<file path="src/rtl/load_store_unit_if.sv">
// Request/response and data-memory bus bundle for load_store_unit.
// slave is the unit's view; master is the requester/memory environment.
interface load_store_unit_if;
  logic        req_valid;
  logic        req_ready;
  logic        req_we;
  logic [1:0]  req_size;
  logic        req_unsigned;
  logic [31:0] req_addr;
  logic [31:0] req_wdata;
  logic        resp_valid;
  logic [31:0] resp_rdata;
  logic        resp_err;
  logic [31:0] mem_addr;
  logic [31:0] mem_wdata;
  logic        mem_we;
  logic [31:0] mem_rdata;

  modport slave (
    input  req_valid, req_we, req_size, req_unsigned, req_addr, req_wdata, mem_rdata,
    output req_ready, resp_valid, resp_rdata, resp_err, mem_addr, mem_wdata, mem_we
  );

  modport master (
    output req_valid, req_we, req_size, req_unsigned, req_addr, req_wdata, mem_rdata,
    input  req_ready, resp_valid, resp_rdata, resp_err, mem_addr, mem_wdata, mem_we
  );
endinterface

</file>
<file path="src/rtl/load_store_unit.sv">
// Single-request load/store unit: byte/half/word accesses with little-endian lanes,
// sub-word stores by read-modify-write against a combinational-read word memory.
module load_store_unit #(
  parameter int unsigned DEPTH_WORDS = 128
) (
  input  logic              clk,
  input  logic              reset,
  load_store_unit_if.slave  bus
);

  typedef enum logic [2:0] {IDLE, LOAD, MERGE, WRITE, RESP} state_t;

  state_t      state_q, state_d;
  logic        ready_en_q;
  logic        we_q;
  logic [1:0]  size_q;
  logic        uns_q;
  logic [31:0] addr_q;
  logic [31:0] wdata_q;
  logic        err_q;
  logic [31:0] rdata_q;
  logic [31:0] merged_q;

  logic        accept;
  logic        req_bad;
  logic [31:0] load_ext;
  logic [31:0] merge_word;
  logic [7:0]  lane_b;
  logic [15:0] lane_h;

  assign accept = bus.req_valid && bus.req_ready;

  always_comb begin
    req_bad = 1'b0;
    if (bus.req_size == 2'b11)                                   req_bad = 1'b1;
    if (bus.req_size == 2'b01 && bus.req_addr[0])                req_bad = 1'b1;
    if (bus.req_size == 2'b10 && bus.req_addr[1:0] != 2'b00)     req_bad = 1'b1;
    if ({2'b00, bus.req_addr[31:2]} >= DEPTH_WORDS)              req_bad = 1'b1;
  end

  // Lane extraction and sign/zero extension of the addressed load data.
  always_comb begin
    lane_b   = bus.mem_rdata[{addr_q[1:0], 3'b000} +: 8];
    lane_h   = bus.mem_rdata[{addr_q[1], 4'b0000} +: 16];
    load_ext = bus.mem_rdata;
    case (size_q)
      2'b00:   load_ext = uns_q ? {24'h000000, lane_b} : {{24{lane_b[7]}}, lane_b};
      2'b01:   load_ext = uns_q ? {16'h0000, lane_h} : {{16{lane_h[15]}}, lane_h};
      default: load_ext = bus.mem_rdata;
    endcase
  end

  always_comb begin
    merge_word = bus.mem_rdata;
    if (size_q == 2'b00)
      merge_word[{addr_q[1:0], 3'b000} +: 8] = wdata_q[7:0];
    else
      merge_word[{addr_q[1], 4'b0000} +: 16] = wdata_q[15:0];
  end

  always_ff @(posedge clk or posedge reset) begin
    if (reset) begin
      state_q    <= IDLE;
      ready_en_q <= 1'b0;
    end else begin
      state_q    <= state_d;
      ready_en_q <= 1'b1;
    end
  end

  always_ff @(posedge clk or posedge reset) begin
    if (reset) begin
      we_q     <= 1'b0;
      size_q   <= '0;
      uns_q    <= 1'b0;
      addr_q   <= '0;
      wdata_q  <= '0;
      err_q    <= 1'b0;
      rdata_q  <= '0;
      merged_q <= '0;
    end else begin
      if (accept) begin
        we_q    <= bus.req_we;
        size_q  <= bus.req_size;
        uns_q   <= bus.req_unsigned;
        addr_q  <= bus.req_addr;
        wdata_q <= bus.req_wdata;
        err_q   <= req_bad;
        rdata_q <= '0;
      end
      if (state_q == LOAD)  rdata_q  <= load_ext;
      if (state_q == MERGE) merged_q <= merge_word;
    end
  end

  always_comb begin
    state_d        = state_q;
    bus.req_ready  = 1'b0;
    bus.resp_valid = 1'b0;
    bus.resp_err   = 1'b0;
    bus.resp_rdata = '0;
    bus.mem_addr   = '0;
    bus.mem_wdata  = '0;
    bus.mem_we     = 1'b0;
    case (state_q)
      IDLE: begin
        bus.req_ready = ready_en_q;
        if (bus.req_valid && ready_en_q) begin
          if (req_bad)                  state_d = RESP;
          else if (!bus.req_we)         state_d = LOAD;
          else if (bus.req_size == 2'b10) state_d = WRITE;
          else                          state_d = MERGE;
        end
      end
      LOAD: begin
        bus.mem_addr = {2'b00, addr_q[31:2]};
        state_d      = RESP;
      end
      MERGE: begin
        bus.mem_addr = {2'b00, addr_q[31:2]};
        state_d      = WRITE;
      end
      WRITE: begin
        bus.mem_addr  = {2'b00, addr_q[31:2]};
        bus.mem_we    = 1'b1;
        bus.mem_wdata = (size_q == 2'b10) ? wdata_q : merged_q;
        state_d       = RESP;
      end
      RESP: begin
        bus.resp_valid = 1'b1;
        bus.resp_err   = err_q;
        bus.resp_rdata = (we_q || err_q) ? '0 : rdata_q;
        state_d        = IDLE;
      end
      default: state_d = IDLE;
    endcase
  end

endmodule

</file>
<file path="src/flat_wrapper.sv">
// flat-port wrapper written by rule: the top's interface ports become plain ports
module load_store_unit_flat 
#(
  parameter int unsigned DEPTH_WORDS = 128
)
  (clk, reset, bus_req_valid, bus_req_we, bus_req_size, bus_req_unsigned, bus_req_addr, bus_req_wdata, bus_mem_rdata, bus_req_ready, bus_resp_valid, bus_resp_rdata, bus_resp_err, bus_mem_addr, bus_mem_wdata, bus_mem_we);
  load_store_unit_if bus_i ();
  input  logic clk;
  input  logic reset;
  input wire logic [$bits(bus_i.req_valid)-1:0] bus_req_valid;
  input wire logic [$bits(bus_i.req_we)-1:0] bus_req_we;
  input wire logic [$bits(bus_i.req_size)-1:0] bus_req_size;
  input wire logic [$bits(bus_i.req_unsigned)-1:0] bus_req_unsigned;
  input wire logic [$bits(bus_i.req_addr)-1:0] bus_req_addr;
  input wire logic [$bits(bus_i.req_wdata)-1:0] bus_req_wdata;
  input wire logic [$bits(bus_i.mem_rdata)-1:0] bus_mem_rdata;
  output wire logic [$bits(bus_i.req_ready)-1:0] bus_req_ready;
  output wire logic [$bits(bus_i.resp_valid)-1:0] bus_resp_valid;
  output wire logic [$bits(bus_i.resp_rdata)-1:0] bus_resp_rdata;
  output wire logic [$bits(bus_i.resp_err)-1:0] bus_resp_err;
  output wire logic [$bits(bus_i.mem_addr)-1:0] bus_mem_addr;
  output wire logic [$bits(bus_i.mem_wdata)-1:0] bus_mem_wdata;
  output wire logic [$bits(bus_i.mem_we)-1:0] bus_mem_we;
  assign bus_i.req_valid = bus_req_valid;
  assign bus_i.req_we = bus_req_we;
  assign bus_i.req_size = bus_req_size;
  assign bus_i.req_unsigned = bus_req_unsigned;
  assign bus_i.req_addr = bus_req_addr;
  assign bus_i.req_wdata = bus_req_wdata;
  assign bus_i.mem_rdata = bus_mem_rdata;
  assign bus_req_ready = bus_i.req_ready;
  assign bus_resp_valid = bus_i.resp_valid;
  assign bus_resp_rdata = bus_i.resp_rdata;
  assign bus_resp_err = bus_i.resp_err;
  assign bus_mem_addr = bus_i.mem_addr;
  assign bus_mem_wdata = bus_i.mem_wdata;
  assign bus_mem_we = bus_i.mem_we;
  load_store_unit #(.DEPTH_WORDS(DEPTH_WORDS)) u_core (.clk(clk), .reset(reset), .bus(bus_i));
endmodule
</file>
<file path="config.mk">
export PLATFORM = sky130hd
export DESIGN_NAME = load_store_unit_flat
export DESIGN_NICKNAME = d
export VERILOG_FILES = /design/src/rtl/load_store_unit_if.sv /design/src/rtl/load_store_unit.sv /design/src/flat_wrapper.sv
export SDC_FILE = /design/constraint.sdc
export NUM_CORES = 1
export LEC_CHECK = 0
export CORE_MARGIN = 8
export CORE_UTILIZATION = 45
export DETAILED_ROUTE_END_ITERATION = 7
export PLACE_DENSITY_LB_ADDON = 0.1
export SLEW_MARGIN = 5
export SYNTH_ARGS = -nofsm -noshare
export SYNTH_HDL_FRONTEND = slang
export SYNTH_SLANG_ARGS = --single-unit
</file>
<file path="constraint.sdc">
create_clock -name clk -period 12.2 [get_ports clk]
set_clock_uncertainty 0.15 [all_clocks]
set_input_delay 1.22 -clock clk [delete_from_list [all_inputs] [get_ports clk]]
set_output_delay 1.22 -clock clk [all_outputs]
set_load 0.01 [all_outputs]
</file>
==> results of run 1 <==
power by group through the flow:
stage	combinational (W)	sequential, W	clock [W]
after floorplan	0.000146	0.000517	0
after global placement	0.000211	0.000536	0
after detailed placement	0.000215	0.000537	0
after CTS	0.000217	0.000530	0.000534
after global routing	0.000240	0.000535	0.000554
final	0.000217	0.000531	0.000528
cell families (layout without fill, tap and decap cells):
kind of cell,after synthesis,after routing
flip-flops,137,137
other,2,3
AO/OA/AOI/OAI,187,187
multiplexers,49,49
AND/OR/NAND/NOR,373,373
buffers and inverters,69,249
adder cells (fa/ha/maj),5,5
flip-flops by register name, summed over array words and instances (netlist names):
name and cells:
u_core.rdata_q 32, u_core.state_q 3, u_core.we_q 1, u_core.addr_q 32, u_core.ready_en_q 1, u_core.size_q 2, u_core.err_q 1, u_core.merged_q 32
u_core.uns_q 1, u_core.wdata_q 32
cell type report:
type	instances	area share, %
clock inverter	12	1.494
inverter	7	0.3113
sequential	137	34.11
multi-input combinational	617	36.14
clock buffer	19	4.507
tap	216	2.689
timing repair buffer	211	20.74
cell usage after synthesis (all sizes together), types with 13 or more instances:
master,count
buf,19
and2,65
mux2,48
dfrtp,137
clkbuf,43
a221o,16
nand2b,13
nor2,40
o21ai,61
nand2,211
a21oi,52
a221oi,32
worst paths after layout:
check | to
min reg2reg | u_core.addr_q[3]
min in group asynchronous | u_core.wdata_q[29]
min | u_core.addr_q[3]
max reg2reg | u_core.merged_q[27]
max | bus_mem_wdata[10]
max in group asynchronous | u_core.merged_q[15]
layer usage:
metal / part of all wire, % / track usage, % / up-vias
li1: - / - / 3188
met2: 47 / 36.72 / 276
met4: 2.0 / 7.582 / 0
met3: 9.6 / 7.598 / 42
met1: 42 / 30.94 / 3264
met5: 0 / 0 / -
through the flow:
step	total power (W)	cell area, um^2
2_1_floorplan	0.0006633	7335
3_3_place_gp	0.0007477	9447
3_5_place_dp	0.0007522	9447
4_1_cts	0.001281	10050
5_1_grt	0.001329	10050
6_report	0.001276	10050
worst max-delay path, cell delays in order (launching register included):
cell,delay [ns]
dfrtp_1,0.82
nand2b_1,0.52
buf_4,0.35
nand2_1,0.08
a21oi_1,0.16
clkdlybuf4s50_1,0.57
==> reports/qor.txt, run 1 <==
status = complete, no violations
First-pass DRT Iterations = 5
non-filler cells, final = 1,219
share of layout cells above drive strength 1 = 10.47%
final net count = 1,099
worst hold slack = 0.3186 ns
internal power = 0.0009176 W
FP Rows = 46
Die H = 143.6 um
Synth Area in Simple Gates = 23.60%
Syn Std Cell Area = 7331 um^2
Critical Path RT = 10.83 ns
Hold Path Class = flip-flop to flip-flop
CP max FO = 26
relative slew slack = 17.94%
Post-CTS Setup Repair Bufs = 0
number of flops mapped to enable cells by yosys = 0
flop2flop setup slack = 8.82 ns
Clock Latency Late Sink = 0.42 ns
Initial Util = 46.15%
critical path class = flip-flop to primary output
Bufs on Longest Clock Path = 2
Yosys top cell by area = dfrtp_1
sequential standard cell area = 3428 um^2
final setup margin = 7.897 ns
gr ovfl total = 0
Psw = 0.0003585 W
Die Wd = 143.6 um
sw frac = 28.09%
PD cells = 127.0 nW/um^2
Seq pwr share = 41.6%
htree depth = 4
RSZ-0062 raised after global routing = false
Synth Area in Compound Gates = 17.17%
main combinational cell family by area after synthesis = simple AND/OR/NAND/NOR gates
gr usage total = 23.73%
Peak VDD IR = 0.1026 mV
sequential share of the synthesized area = 46.77%
Area contributors post-synth = dfrtp_1 47%, nand2_1 11%, mux2_2 7.4%
residual DRC count = 0
core area = 15,890 um^2
clock sinks = 137
first-pass GRT wire length = 37,360 um
# diodes = 0
Hold Vio Cnt, Final = 0
Crit path arrival time = 2.93 ns
commonest non-fill, non-tap cell in the layout = nand2_1
# port buffers = 200
Max Transition Viols Final = 0
Clock Pin Slew Worst Setup and Hold Paths = 0.06 ns
drt wl/cell = 19.80 um
area used by multi-input combinational logic = 3632 um^2
overall via count from detail_route = 6,770
HP Start = u_core.addr_q[3]
CTS Hold Bufs = 0
routability cong. = 0.8610
Avg Synthesized Cell Area = 8.918 um^2
post-synth top area share = 46.77%
ys flop type = dfrtp_1
vias in the first global route = 6,656
Detail Placement HPWL = 17,130 um
Hold Crit Depth = 2
setup_tns = 0 ns
Post-Syn Instances = 822
YS warnings = 0
Logic pwr share = 17.0%
post-synthesis mux area share = 7.510%
RR Startpoint = u_core.addr_q[1]
cts bufs inserted = 17
Static Leak = 4.387 nW
dpl ws = 8.351 ns
Critical Path Start = u_core.size_q[0]
Post-Place Cells = 1,188
post-synthesis adder-cell area fraction = 0.8534%
period utilisation layout = 35.27%
synthesis-stage register bit count = 137
clk root buf = clkbuf_16
post-synthesis cell type count = 47
post-cts resize count = 0
Final min period = 4.303 ns
Critical Path Sink Type = primary output
Post-synth ARST share = 100.0%
Slew @ Worst Pin = 1.220 ns
largest net degree at the start of global routing = 84
Clk network pwr share = 41.4%
Worst setup SP type = flip-flop
final core occ = 63.26%
XOR/XNOR Fraction of Synth Area = 0%
Ports = 203
initial drt markers = 603
Antenna Nets Post-Route = 0
fillcell total = 1,405
initial antenna violation count = 0
post-detailed-routing wire length = 24,140 um
die footprint = 20,630 um^2
Worst Reg-to-Reg Cells = 6
CTS tree = done
Max Cap Violations = 0
routed vias/inst = 5.554
most frequent cells in the layout = 210 x nand2_1, 200 x clkdlybuf4s50_1, 137 x dfrtp_1
Max Freq = 232.4 MHz
endpoints failing setup = 0
area grow syn2layout = 37.09%
(Power assumes the default switching activity.)
==> run 2: changes to the inputs <==
clock period = 4 ns   (was 12.2 ns; I/O delays follow)
==> run 2 against run 1 <==
Highest routed layer unchanged. Routed wire length shrank 1.6%. Critical endpoint is now bus_mem_wdata[13]. Global-route usage fell by 0.22 points. Register-to-register slack got worse by 7.5 ns. Largest cell class unchanged. Non-clock buffer count is 4 higher. Critical path depth is the same.
==> reports/qor.txt, run 2 (synthesis gave the netlist of run 1 again) <==
Clock Latency Late Sink = 0.42 ns (about the same)
First-pass DRT Iterations = 5 (unchanged)
Peak VDD IR = 0.3217 mV (+210%)
final net count = 1,103 (+0.36%)
initial drt markers = 505 (-16%)
Post-Place Cells = 1,192 (+0.34%)
PD cells = 391.1 nW/um^2 (+210%)
first-pass GRT wire length = 37,530 um (+0.46%)
gr ovfl total = 0 (unchanged)
core area = 15,890 um^2 (unchanged)
Static Leak = 4.417 nW (+0.67%)
Max Freq = 302.5 MHz
Hold Path Class = flip-flop to flip-flop
clock sinks = 137 (unchanged)
period utilisation layout = 82.65%
CP max FO = 26 (unchanged)
Die H = 143.6 um (unchanged)
most frequent cells in the layout = 210 x nand2_1, 200 x clkdlybuf4s50_1, 137 x dfrtp_1
area grow syn2layout = 37.94%
routability cong. = 0.8441 (-2.0%)
flop2flop setup slack = 1.33 ns (-7.49 ns)
area used by multi-input combinational logic = 3630 um^2 (about the same)
Ports = 203 (unchanged)
residual DRC count = 0 (unchanged)
vias in the first global route = 6,643 (-0.20%)
share of layout cells above drive strength 1 = 10.71% (+0.25 points)
Initial Util = 46.15% (unchanged)
Hold Path End = u_core.addr_q[5]
setup_tns = 0 ns (unchanged)
RR Startpoint = u_core.addr_q[0]
Antenna Nets Post-Route = 0 (unchanged)
Critical Path RT = 3.45 ns (-7.38 ns)
post-cts resize count = 0 (unchanged)
FP Rows = 46 (unchanged)
clk root buf = clkbuf_16
# port buffers = 200 (unchanged)
htree depth = 4 (unchanged)
Detail Placement HPWL = 17,220 um (+0.58%)
largest net degree at the start of global routing = 68 (-19%)
Worst setup SP type = flip-flop
non-filler cells, final = 1,224 (+0.41%)
Die Wd = 143.6 um (unchanged)
Hold Crit Depth = 2 (unchanged)
relative slew slack = 32.70% (+15 points)
sequential standard cell area = 3428 um^2 (unchanged)
endpoints failing setup = 0 (unchanged)
overall via count from detail_route = 6,720 (-0.74%)
RSZ-0062 raised after global routing = false
worst flop-to-flop path endpoint = u_core.merged_q[14]
post-detailed-routing wire length = 23,760 um (-1.6%)
CTS tree = done
Final min period = 3.306 ns
cts bufs inserted = 17 (unchanged)
Worst Reg-to-Reg Cells = 6 (unchanged)
Max Cap Violations = 0 (unchanged)
# diodes = 0 (unchanged)
HP Start = u_core.addr_q[5]
Bufs on Longest Clock Path = 2 (unchanged)
gr usage total = 23.51% (-0.22 points)
Critical Path Sink Type = primary output
Post-CTS Setup Repair Bufs = 0 (unchanged)
critical path class = flip-flop to primary output
Hold Vio Cnt, Final = 0 (unchanged)
CTS Hold Bufs = 0 (unchanged)
Slew @ Worst Pin = 1.007 ns (-0.2123 ns)
Clock Pin Slew Worst Setup and Hold Paths = 0.06 ns (about the same)
final core occ = 63.66% (+0.39 points)
initial antenna violation count = 0 (unchanged)
commonest non-fill, non-tap cell in the layout = nand2_1
Max Transition Viols Final = 0 (unchanged)
Crit path arrival time = 2.76 ns (-0.17 ns)
worst hold slack = 0.3183 ns (-0.0002660 ns)
total power draw = 0.003955 W (+210%)
drt wl/cell = 19.42 um (-2.0%)
status = complete, no violations
routed vias/inst = 5.490 (-1.1%)
die footprint = 20,630 um^2 (unchanged)
fillcell total = 1,406 (+0.071%)
run 2: cell count changes in the layout (fill, tap and decap cells not counted), moves of 2 or more:
cell / before / now
clkinv_2: 4 / 2
buf_4: 11 / 14
clkbuf_8: 2 / 0
clkinv_4: 2 / 4
run 2: where the power goes:
group	switching, W	leakage [nW]	internal, W
clock network	0.000624	0.301	0.00105
logic	0.000365	2.41	0.000299
registers	0.000120	1.70	0.00150
run 2: how the worst max path moves through the flow:
stage | start | end | slack (ns) | cells after the start
2_1_floorplan | u_core.addr_q[1] | u_core.merged_q[24] | 1.66 | 6
3_3_place_gp | u_core.size_q[0] | bus_mem_wdata[22] | 1.18 | 5
6_report | u_core.size_q[0] | bus_mem_wdata[13] | 0.69 | 5
3_5_place_dp | u_core.size_q[0] | bus_mem_wdata[22] | 1.17 | 5
5_1_grt | u_core.size_q[0] | bus_mem_wdata[12] | 0.56 | 5
4_1_cts | u_core.size_q[0] | bus_mem_wdata[13] | 0.71 | 5
run 2: metal layers:
layer / vias up / global-route usage (%) / share of wire [%]
met5: - / 0 / 0
met4: 0 / 5.700 / 1.1
met3: 18 / 6.669 / 9.0
met2: 267 / 36.57 / 46
met1: 3240 / 31.68 / 44
li1: 3195 / - / -
run 2: per-stage QoR:
stage / cell area (um^2) / setup slack (ns)
2_1_floorplan: 7338 / 1.661
3_3_place_gp: 9485 / 1.178
3_5_place_dp: 9485 / 1.166
4_1_cts: 10110 / 0.7062
5_1_grt: 10110 / 0.5617
6_report: 10110 / 0.6941
run 2: critical path: stages, from the launching register on:
cell             delay [ns]
dfrtp_1                0.67
nor2b_2                0.49
buf_4                  0.35
nand2_1                0.08
a21oi_1                0.16
clkdlybuf4s50_1        0.57
run 2: layout make-up:
class	count	share of cell area, %
multi-input combinational	617	35.89
timing repair buffer	215	21.03
sequential	137	33.90
tap	216	2.673
clock inverter	14	1.955
clock buffer	18	4.244
inverter	7	0.2970
